[src/rtl/gold_miner_pkg.sv]
// Shared definitions for the gold miner hook/object catch interface.
//   hook_state_t : hook FSM encoding, also driven on state_out
//   SCREEN_*     : playfield size used for the hook boundary test
//   DX/DY        : per-step tail displacement for each angle index (y down)
package gold_miner_pkg;

  typedef enum logic [2:0] {
    SWING   = 3'd0,
    EXTEND  = 3'd1,
    RETRACT = 3'd2,
    CARRY   = 3'd3
  } hook_state_t;

  localparam int SCREEN_WIDTH  = 480;
  localparam int SCREEN_LENGTH = 640;

  localparam logic [3:0] MODE_MAX   = 4'd10;
  localparam logic [3:0] MODE_RESET = 4'd5;

  localparam logic signed [3:0] DX [0:10] = '{
    -4'sd6, -4'sd6, -4'sd5, -4'sd4, -4'sd2, 4'sd0,
     4'sd2,  4'sd4,  4'sd5,  4'sd6,  4'sd6
  };
  localparam logic signed [3:0] DY [0:10] = '{
     4'sd0,  4'sd1,  4'sd2,  4'sd3,  4'sd4, 4'sd6,
     4'sd4,  4'sd3,  4'sd2,  4'sd1,  4'sd0
  };

endpackage

[src/rtl/hook_dir_lut.sv]
// Angle index to per-step direction vector.
//   mode : angle index 0..10
//   dx   : signed x step; 0 for out-of-range mode
//   dy   : signed y step (down positive); 0 for out-of-range mode
module hook_dir_lut
  import gold_miner_pkg::*;
(
  input  logic [3:0]        mode,
  output logic signed [3:0] dx,
  output logic signed [3:0] dy
);

  always_comb begin
    dx = '0;
    dy = '0;
    if (mode <= MODE_MAX) begin
      dx = DX[mode];
      dy = DY[mode];
    end
  end

endmodule

[src/rtl/hook_controller.sv]
// One miner's hook: swings an angle index, extends on fire, retracts empty
// or loaded, and drives the tail position seen by every catchable object.
//   Clk, reset         : clock, synchronous active-high reset
//   is_new_game_start  : synchronous clear, same effect as reset
//   fire               : launch key (level), honoured only while swinging
//   is_catch           : OR of all objects' catch flags, honoured only while extending
//   tailx, taily       : registered hook tail position
//   R_mode             : angle index 0..10
//   state_out          : hook_state_t encoding
//   catch_done         : one-cycle pulse when a loaded hook reaches the pivot
module hook_controller
  import gold_miner_pkg::*;
#(
  parameter logic [9:0]  PIVOT_X      = 10'd320,
  parameter logic [9:0]  PIVOT_Y      = 10'd40,
  parameter logic [31:0] SWING_PERIOD = 32'd4000000,
  parameter logic [31:0] EXT_PERIOD   = 32'd1000000,
  parameter logic [31:0] EMPTY_PERIOD = 32'd1000000,
  parameter logic [31:0] CARRY_PERIOD = 32'd2000000,
  parameter logic [6:0]  N_MAX        = 7'd80
)(
  input  logic       Clk,
  input  logic       reset,
  input  logic       is_new_game_start,
  input  logic       fire,
  input  logic       is_catch,
  output logic [9:0] tailx,
  output logic [9:0] taily,
  output logic [3:0] R_mode,
  output logic [2:0] state_out,
  output logic       catch_done
);

  localparam logic signed [11:0] X_LIM = 12'(SCREEN_LENGTH - 1);
  localparam logic signed [11:0] Y_LIM = 12'(SCREEN_WIDTH - 1);

  hook_state_t state, state_nxt;
  logic [31:0] cnt, cnt_nxt, period;
  logic [6:0]  n, n_nxt;
  logic [3:0]  mode_nxt;
  logic        dir, dir_nxt;  // 1 = angle index increasing
  logic        done_nxt, wrap, out_of_bounds;
  logic        clr;

  logic signed [3:0]  dx, dy;
  logic signed [11:0] n1_w, dx_w, dy_w, nxt_x, nxt_y;
  logic [9:0]         cur_x, cur_y;

  assign clr = reset | is_new_game_start;

  hook_dir_lut u_lut (
    .mode (R_mode),
    .dx   (dx),
    .dy   (dy)
  );

  // Current tail only needs the low 10 bits, so modular 10-bit math is exact.
  assign cur_x = PIVOT_X + {3'b0, n} * {{6{dx[3]}}, dx};
  assign cur_y = PIVOT_Y + {3'b0, n} * {{6{dy[3]}}, dy};

  // Candidate position one step further, kept signed to catch x<0.
  assign n1_w  = $signed({5'b0, n}) + 12'sd1;
  assign dx_w  = $signed({{8{dx[3]}}, dx});
  assign dy_w  = $signed({{8{dy[3]}}, dy});
  assign nxt_x = $signed({2'b0, PIVOT_X}) + n1_w * dx_w;
  assign nxt_y = $signed({2'b0, PIVOT_Y}) + n1_w * dy_w;
  assign out_of_bounds = (nxt_x < 12'sd0) || (nxt_x > X_LIM) || (nxt_y > Y_LIM);

  always_comb begin
    case (state)
      EXTEND:  period = EXT_PERIOD;
      RETRACT: period = EMPTY_PERIOD;
      CARRY:   period = CARRY_PERIOD;
      default: period = SWING_PERIOD;
    endcase
  end

  assign wrap = (cnt == period - 32'd1);

  always_comb begin
    state_nxt = state;
    mode_nxt  = R_mode;
    dir_nxt   = dir;
    n_nxt     = n;
    done_nxt  = 1'b0;
    case (state)
      SWING: begin
        if (fire) begin
          state_nxt = EXTEND;
        end else if (wrap) begin
          mode_nxt = dir ? R_mode + 4'd1 : R_mode - 4'd1;
          // Flip on arrival at an end so the next step bounces back.
          if (mode_nxt == MODE_MAX || mode_nxt == 4'd0) dir_nxt = ~dir;
        end
      end
      EXTEND: begin
        if (is_catch) begin
          state_nxt = CARRY;
        end else if (wrap) begin
          if (n == N_MAX || out_of_bounds) state_nxt = RETRACT;
          else                              n_nxt     = n + 7'd1;
        end
      end
      RETRACT: begin
        if (n == 7'd0)  state_nxt = SWING;
        else if (wrap)  n_nxt     = n - 7'd1;
      end
      CARRY: begin
        if (n == 7'd0) begin
          state_nxt = SWING;
          done_nxt  = 1'b1;
        end else if (wrap) begin
          n_nxt = n - 7'd1;
        end
      end
      default: state_nxt = SWING;
    endcase
    cnt_nxt = (wrap || state_nxt != state) ? 32'd0 : cnt + 32'd1;
  end

  always_ff @(posedge Clk) begin
    if (clr) begin
      state      <= SWING;
      R_mode     <= MODE_RESET;
      dir        <= 1'b1;
      n          <= 7'd0;
      cnt        <= 32'd0;
      catch_done <= 1'b0;
      tailx      <= PIVOT_X;
      taily      <= PIVOT_Y;
    end else begin
      state      <= state_nxt;
      R_mode     <= mode_nxt;
      dir        <= dir_nxt;
      n          <= n_nxt;
      cnt        <= cnt_nxt;
      catch_done <= done_nxt;
      tailx      <= cur_x;
      taily      <= cur_y;
    end
  end

  assign state_out = state;

endmodule

[config.mk]
export PLATFORM = sky130hd
export DESIGN_NAME = hook_controller
export DESIGN_NICKNAME = d
export VERILOG_FILES = /design/src/rtl/gold_miner_pkg.sv /design/src/rtl/hook_dir_lut.sv /design/src/rtl/hook_controller.sv
export SDC_FILE = /design/constraint.sdc
export NUM_CORES = 1
export LEC_CHECK = 0
export CAP_MARGIN = 20
export CORE_AREA = 2 2 122 124
export DETAILED_ROUTE_END_ITERATION = 12
export DIE_AREA = 0 0 124 126
export SYNTH_ARGS = -nofsm -noshare
export SYNTH_HDL_FRONTEND = slang
export SYNTH_SLANG_ARGS = --single-unit
[constraint.sdc]
create_clock -name Clk -period 9.1 [get_ports Clk]
set_clock_uncertainty 0.15 [all_clocks]
set_input_delay 1.82 -clock Clk [delete_from_list [all_inputs] [get_ports Clk]]
set_output_delay 1.82 -clock Clk [all_outputs]
set_load 0.05 [all_outputs]
==> metrics list, run 1 <==
* Register area: between 0.001 and 0.0015 mm^2
- In the final layout, the share of cells above drive strength 1 is around 3.3%.
- The number of pins with negative max-slew slack in the final report is 0.
- Number of standard cells after synthesis: ~800
- In the post-synthesis netlist, the biggest area contributors are dfxtp_1, ha_1, fa_1, nor2_1, xor2_1.
- Antenna fix cells: 0
* Filler instances: about 1400
- The worst setup path is launched from a flop.
* Worst path top cell family by delay: adder cells
- Post-CTS Setup Inserts: 0
- Summed over all layers, the global routing overflow is 0.
- TritonCTS built the clock tree.
* Req. time, crit path: between 9 and 10 ns
* Worst IR Drop VDD: ~110 uV
- The min-delay analysis places its worst path in the category reg -> reg.
* Inserted Clock Buffers: 9
- The most used flip-flop cell after synthesis is dfxtp_1.
- Pin count of the biggest net entering global routing: 33
* Cell at the slowest stage of the critical path: o41ai_1
* Slowest stage delay, CP: between 0.5 and 0.6 ns
- By count the netlist is led by nor2_1, ha_1, inv_1.
- Most Frequent Cell on Critical Path: fa_1
- Insertion delay to the later sink of the worst-skew pair: between 0.3 and 0.4 ns
- After detailed placement, the design holds a cell count of slightly below 1000.
- dfxtp_1 takes more of the synthesized area than any other cell.
- The initial antenna violation count is 0.
* Switching pwr: roughly 0.15 mW
* Final setup violation count: 0
- Area of the placeable core: between 0.01 and 0.015 mm^2
- Routed vias: roughly 5300
* Reported leakage power: ~3.5 nW
- At the end of routability-driven placement, the weighted congestion stood at 0.906.
* Maxcap violations: 0
* Pre-CTS setup slack: roughly 3.1 ns
- During I/O placement, the number of pins put on the boundary was 33.
* Global Route Usage Sum: 19.6%
- Total standard cell area after synthesis: ~0.0067 mm^2
- Tmin final: between 6 and 7 ns
- Portion of synthesized cell area occupied by the leading cell type: about a fifth
- Dividing the detail-routed via count by the number of cells gives ~5.2.
- Net switching is a little over a fifth of the power.
- Portion of the clock cycle consumed by the worst path in the final layout: between 60% and 70%
- Clock Root Buffer: clkbuf_16
- Input and output buffers added on the ports amount to 32.
* Remaining number of nets flagged by the antenna check after routing: 0
* Kind of critical path: reg -> reg
* Mapped Nets: 940
- The critical path goes through inv_1 -> ha_1 -> nor2_1 -> o21a_1 -> o22ai_1 -> nand2_1 -> fa_1 -> fa_1 -> inv_1 -> fa_1 -> ha_1 -> inv_1 -> fa_1 -> o21ai_0 -> xnor2_1 -> and2_0 -> o41ai_1 -> o31a_1 -> o21ai_0 -> a21oi_1.
- Flop pwr share: between 40 and 50%
- Area enclosed by the die boundary: between 0.015 and 0.02 mm^2
- Number of rows created at floorplan: 44
- Post-CTS Hold Buffers: 0
- The number of endpoints with negative hold slack in the final report came to 0.
* Maximum clock frequency: 164 MHz
- Wire length of the first global-routing pass: ~25000 um
- In the final timing run, aggregate negative setup slack is 0 ns.
- The first detailed-routing pass ran for 4 iterations.
- In the final design database the tool counted ~970 nets.
- The H-tree was split into 3 levels.
* Starting Density: 46.5%
- The share of total power dissipated in combinational logic is ~1.8%.
- Of the synthesized area, sequential elements account for between 20% and 30%.
* Placed wire-length estimate after detailed placement: 11300 um
- DRC violations left: 0
- Floorplan die height: 126 um
- Internal portion of total power: between 0.5 and 0.6 mW
* Relative slew margins: a little under half
- In this run the mean area of a mapped cell was 8.40 um^2.
- Post-synthesis to final-layout area growth: 12.2%
- Along the worst path, the maximum fanout reaches 9.
- Total power draw: 0.687 mW
- Sum of routed wire length over all layers: around 14000 um
- Gates resized, CTS repair: 0
* Area taken by multi-input logic gates: between 0.004 and 0.005 mm^2
- The worst setup path is captured at a flop.
- CTS saw 68 sinks.
- Die width: around 120 um
- After the first detailed-routing iteration, the DRC count stood at 134.
- The via count of the first global-routing pass is about 5300.
- Unrepaired setup endpoints after global routing: false
- In this run, synthesis inferred 0 flip-flops with an integrated enable.
- Together, buffers and inverters on the worst path number 3.
* Number of non-filler instances in the completed layout: a little over 1000
* Arrival time of data at the critical path endpoint: 6.22 ns
* WL per Instance: between 10 and 15 um
* Synthesis warning total: 0
- Hold timing on the final database bottoms out at a slack of 0.311 ns.
- Clock Pin Slew Worst Setup and Hold Paths: approximately 0.06 ns
- Setup slack on the critical path of the routed design comes to between 2 and 3 ns.
- Async set-or-reset flop fraction in the synthesized netlist: 0%
- Power spread over the standard cell area amounts to 92.0 mW/mm^2.
- Outcome: complete, no violations
* Number of flip-flops and latches in the synthesized netlist: 68
- Clock network power share: 54.6%
- The synthesized netlist contains 60 unique library cells.
* Most frequent cell after synthesis: nor2_1
- Worst Max-Slew Pin Slew: 0.805 ns
- Maximum clock path buffer count: 2
through the flow:
stage / util, % / instance area (um^2)
detailed placement: 49.9 / 7150
finish: 52.2 / 7460
global placement: 49.9 / 7150
floorplan: - / 6650
CTS: 52.2 / 7460
global route: 52.2 / 7460
layout make-up:
class	instances	area share, %
repair buffers	37	4.79
well taps	184	3.08
clock inverters	6	1.21
multi-input cells	622	65.5
inverters	82	4.12
clock buffers	9	3.02
flip-flops and latches	68	18.2
cell families (layout without fill, tap and decap cells):
| group | count (synthesis) | in the layout | share of synthesized area, % |
|---|---|---|---|
| fa+ha+maj | 143 | 143 | 31.7 |
| flops | 68 | 68 | 20.5 |
| buf+inv | 102 | 134 | 6.02 |
| xor+xnor | 72 | 72 | 9.48 |
| mux | 4 | 4 | 0.602 |
| simple gates | 306 | 306 | 21.9 |
| other cells | 1 | 1 | 0.0564 |
| compound gates | 96 | 96 | 9.80 |
cells in the final DEF, fill, tap and decap left out, types with 15 or more instances in the layout:
| cell type | netlist | layout |
|---|---|---|
| nor3_1 | 15 | 15 |
| xor2_1 | 38 | 38 |
| nand2_1 | 66 | 66 |
| o21ai_0 | 15 | 15 |
| fa_1 | 43 | 43 |
| nor2_1 | 112 | 112 |
| ha_1 | 100 | 100 |
| nand3_1 | 24 | 24 |
| inv_1 | 81 | 81 |
| xnor2_1 | 34 | 34 |
| a21oi_1 | 29 | 29 |
| and2_1 | 27 | 27 |
| dfxtp_1 | 68 | 68 |
| clkdlybuf4s50_1 | 0 | 32 |
worst paths after layout:
check	start	end	slack, ns	cells after the start
worst max-delay path	R_mode[0]	n[4]	3.00	20
worst min-delay path	cnt[0]	cnt[0]	0.31	1
worst max register to register	R_mode[0]	n[4]	3.00	20
worst min register to register	cnt[0]	cnt[0]	0.31	1
state kept, by name (all words and copies together) (netlist names):
register    cells
dir             1
n               7
tailx          10
catch_done      1
cnt            32
taily          10
R_mode          4
state_out       3
worst reg2reg max path, stage by stage, from the launching register on:
cell     delay, ns
dfxtp_1       0.42
inv_1         0.19
ha_1          0.23
nor2_1        0.09
o21a_1        0.19
o22ai_1       0.50
nand2_1       0.17
fa_1          0.51
fa_1          0.55
inv_1         0.05
fa_1          0.51
ha_1          0.19
inv_1         0.06
fa_1          0.37
o21ai_0       0.37
xnor2_1       0.10
and2_0        0.16
o41ai_1       0.56
o31a_1        0.39
o21ai_0       0.12
a21oi_1       0.16
power by group through the flow:
| stage | Clock (mW) | Combinational [mW] | Sequential [mW] |
|---|---|---|---|
| 2_1_floorplan | 0 | 0.00603 | 0.307 |
| 3_3_place_gp | 0 | 0.0122 | 0.306 |
| 3_5_place_dp | 0 | 0.0124 | 0.306 |
| 4_1_cts | 0.386 | 0.0124 | 0.299 |
| 5_1_grt | 0.399 | 0.0134 | 0.299 |
| 6_report | 0.375 | 0.0123 | 0.299 |
routing by layer:
layer | up-vias | share of wire, % | wire [um] | global-route usage [%]
met5 | - | 0 | 0 | 0
met4 | 0 | 1.6 | 231 | 5.95
met3 | 17 | 2.2 | 315 | 3.35
met2 | 58 | 50 | 7030 | 33.6
met1 | 2522 | 46 | 6550 | 25.2
li1 | 2681 | - | - | -
(Power assumes the default switching activity.)
==> run 2: changes to the inputs <==
--- a/config.mk
+++ b/config.mk
@@ -9,6 +9,7 @@
 export CORE_AREA = 2 2 122 124
 export DETAILED_ROUTE_END_ITERATION = 12
 export DIE_AREA = 0 0 124 126
+export PLACE_DENSITY = 0.67
 export SYNTH_ARGS = -nofsm -noshare
 export SYNTH_HDL_FRONTEND = slang
 export SYNTH_SLANG_ARGS = --single-unit
==> constraint.sdc (replaced) <==
create_clock -name Clk -period 5.27 [get_ports Clk]
set_clock_uncertainty 0.15 [all_clocks]
set_input_delay 1.054 -clock Clk [delete_from_list [all_inputs] [get_ports Clk]]
set_output_delay 1.054 -clock Clk [all_outputs]
set_load 0.05 [all_outputs]
==> run 2 against run 1 <==
  * Utilization rose by 3.2 points
  * Worst setup slack got worse by 2.8 ns
  * Sequential power rose by 72%
  * Register-to-register slack got worse by 2.8 ns
  * Critical path type unchanged
  * Critical endpoint is now n[6]
  * Largest power group unchanged
  * Highest routed layer unchanged
==> metrics list, run 2 (same netlist as run 1, synthesis figures left out) <==
* Outcome: complete, no violations
- The clock-pin slew on the worst setup and hold paths is 0.06 ns (about the same).
- The share of final-layout standard cells stronger than drive strength 1 was 12.4% (+9.1 points).
* Global Route Usage Sum: 19.1% (-0.55 points)
- The via count of the first global-routing pass was 5091 (-4.5%).
* Reported leakage power: 3.69 nW (+5.5%)
* Post-layout net count: 1008 (+4.1%)
- The critical path goes through inv_6 -> ha_4 -> nor2_2 -> o21a_1 -> o22a_2 -> nor2_1 -> fa_1 -> fa_1 -> fa_1 -> ha_2 -> and2_1 -> a311o_1 -> a211oi_2 -> mux2i_1 -> o41ai_2 -> o31a_1 -> or4_1 -> a21oi_1.
- The delay of the slowest critical-path stage was 0.47 ns (-0.09 ns).
- Combinational group share of total power: 1.9% (about the same)
- Remaining number of nets flagged by the antenna check after routing: 0 (unchanged)
- Counting flops per register, the top entry is cnt.
- The startpoint identified for the worst register-to-register timing path is R_mode[0].
- Flop pwr share: 45.8% (+2.2 points)
* HP Class: reg -> reg
- The number of H-tree levels came to 3 (unchanged).
- Switching pwr: 0.277 mW (+91%)
* Antenna fix cells: 0 (unchanged)
* Worst Max-Slew Pin Slew: 0.779 ns (-0.0254 ns)
* Post-synthesis to final-layout area growth: 19.0%
- Commonest cells after routing, fill and taps aside: nor2_1, ha_1, inv_1
* Internal portion of total power: 0.847 mW (+56%)
* Number of max-slew violations in the final report: 0 (unchanged)
- Clock Root Buffer: clkbuf_16
* Worst IR Drop VDD: 142 uV (+24%)
* Total instance count after detailed placement: 1024 (+3.1%)
- The placed cell area is 0.00741 mm^2 (+3.6%).
- The largest individual stage delay along the critical path comes from the cell fa_1.
* Final design instance area without fill: 0.00792 mm^2 (+6.1%)
- Setup TNS: 0 ns (unchanged)
- The number of hold-repair buffers added at the cts stage came to 0 (unchanged).
* Biggest registers after layout: cnt x32, tailx x10, taily x10
* Worst-case reg-to-reg path depth: 18 (-10%)
- Number of vias per cell after detailed routing: 5.18 (-0.98%)
- Total power draw: 1.12 mW (+64%)
- DRC violations left: 0 (unchanged)
- Fraction of power spent switching nets: 24.7% (+3.5 points)
- The final setup violation count was 0 (unchanged).
- The clock net sink count is 68 (unchanged).
- Area of the placeable core: 0.0143 mm^2 (unchanged)
* Number of rows created at floorplan: 44 (unchanged)
* Insertion delay to the later sink of the worst-skew pair: 0.35 ns (about the same)
- Req. time, crit path: 5.40 ns (-3.82 ns)
* Most Frequent Cell on Critical Path: fa_1
- The routed wire length came to 14000 um (-0.50%).
- The total number of vias came to 5439 (+3.1%).
- The count of input and output buffers came to 32 (unchanged).
- Placed wire-length estimate after detailed placement: 10900 um (-4.3%)
- Capturing element type of the critical path: flop
- Pin count of the biggest net entering global routing: 33 (unchanged)
- The count of routing violations after the opening detailed-route iteration came to 294 (+120%).
* Initial antenna violation count: 0 (unchanged)
* Area enclosed by the die boundary: 0.0156 mm^2 (unchanged)
- The maximum count of clock buffers along a single path is 2 (unchanged).
- Tmin final: 5.06 ns (-1.04 ns)
- The number of endpoints with negative hold slack in the final report was 0 (unchanged).
- Maximum clock frequency: 197 MHz (+21%)
* Portion of the clock cycle consumed by the worst path in the final layout: 96.1% (+29 points)
- The critical path data arrival time is 5.20 ns (-1.02 ns).
- The endpoint identified for the worst register-to-register timing path is n[6].
- Number of top-level design ports: 33 (unchanged)
- The max-cap violation count is 0 (unchanged).
- End point of the critical path: n[6]
* Relative slew margins: 47.6% (+1.5 points)
* Wire length of the first global-routing pass: 23900 um (-2.7%)
- CP Max Fanout: 7 (-2)
* Die width: 124 um (unchanged)
- The worst setup slack for register-to-register paths was 0.21 ns (-2.79 ns).
* Aggregate global routing overflow: 0 (unchanged)
- The iteration count of the initial detailed-routing pass was 5 (+1).
- TritonCTS built the clock tree.
- The routed length per instance came to 13.4 um (-4.4%).
- The number of buffers inserted during clock tree synthesis came to 9 (unchanged).
- Filler instances: 1334 (-2.3%)
- The count of placed standard cells in the final layout, fillers left out was 1049 (+4.1%).
- The clock power share came to 52.3% (-2.3 points).
* Launching instance or port of the critical path: R_mode[0]
- STA classifies the critical path startpoint as a flop.
* Floorplan die height: 126 um (unchanged)
- Most common library cell in the layout ignoring fill and taps: nor2_1
* Kind of critical path: reg -> reg
- The initial core utilization is 46.5% (unchanged).
* Ratio of total power to cell area: 142 mW/mm^2 (+54%)
- Last weighted congestion value of the routability-driven placer: 0.834 (-7.9%)
- The number of flip-flops under the largest register name was 32 (unchanged).
run 2: cell count changes in the layout (fill, tap and decap cells not counted), sizes merged:
cell,previous run,this run
buf,5,45
bufinv,2,0
clkinvlp,1,2
inv,81,83
run 2: how the worst min path moves through the flow:
stage,cells after the start,to,from
6_report,1,cnt[0],cnt[0]
2_1_floorplan,1,cnt[0],cnt[0]
3_3_place_gp,1,cnt[0],cnt[0]
3_5_place_dp,1,cnt[0],cnt[0]
5_1_grt,1,cnt[0],cnt[0]
4_1_cts,1,cnt[0],cnt[0]
run 2: per-stage QoR:
stage	setup WS [ns]	hold slack, ns	utilization (%)
after CTS	0.00407	0.320	53.7
after global routing	-0.0255	0.337	55.3
after detailed placement	0.0137	0.305	51.7
after floorplan	0.00415	0.276	-
final	0.207	0.312	55.3
after global placement	0.0861	0.295	51.7
run 2: worst max-delay path, delay by kind of cell, from the launching register on:
family                     cells  cell delay (ns)
adders and majority gates      5             1.71
buffers and inverters          1             0.08
AOI/OAI and AO/OA              7             1.60
muxes                          1             0.24
and+or+nand+nor                4             0.89
DFF                            1             0.36
run 2: layer usage:
layer  vias to the layer above  wire length, um  GRT usage [%]
met1                      2586             7060           27.2
met3                        18              391           3.49
met2                        85             6360           29.7
li1                       2750                -              -
met5                         -                0              0
met4                         0              234           4.89
run 2: power groups by stage:
stage | clock network [mW] | registers [mW] | logic [mW]
finish | 0.588 | 0.515 | 0.0214
global route | 0.625 | 0.515 | 0.0234
CTS | 0.601 | 0.515 | 0.0215
detailed placement | 0 | 0.526 | 0.0214
global placement | 0 | 0.526 | 0.0215
floorplan | 0 | 0.528 | 0.0104
run 2: repair_timing:
| item | in CTS | in global routing |
|---|---|---|
| buffers inserted | 0 | 9 |
| setup endpoints to repair | 0 | 9 |
| gates resized for setup | 0 | 39 |
| endpoints found under the hold margin | 0 | 0 |
run 2: cell type report:
type                            instances  area, um^2  area share (%)
Tap cell                              184         230            2.91
Sequential cell                        68        1380            17.4
Clock buffer                            9         225            2.84
Inverter                               82         322            4.06
Clock inverter                          7        60.1           0.758
Timing Repair Buffer                   77         658            8.31
Multi-Input combinational cell        622        5050            63.8
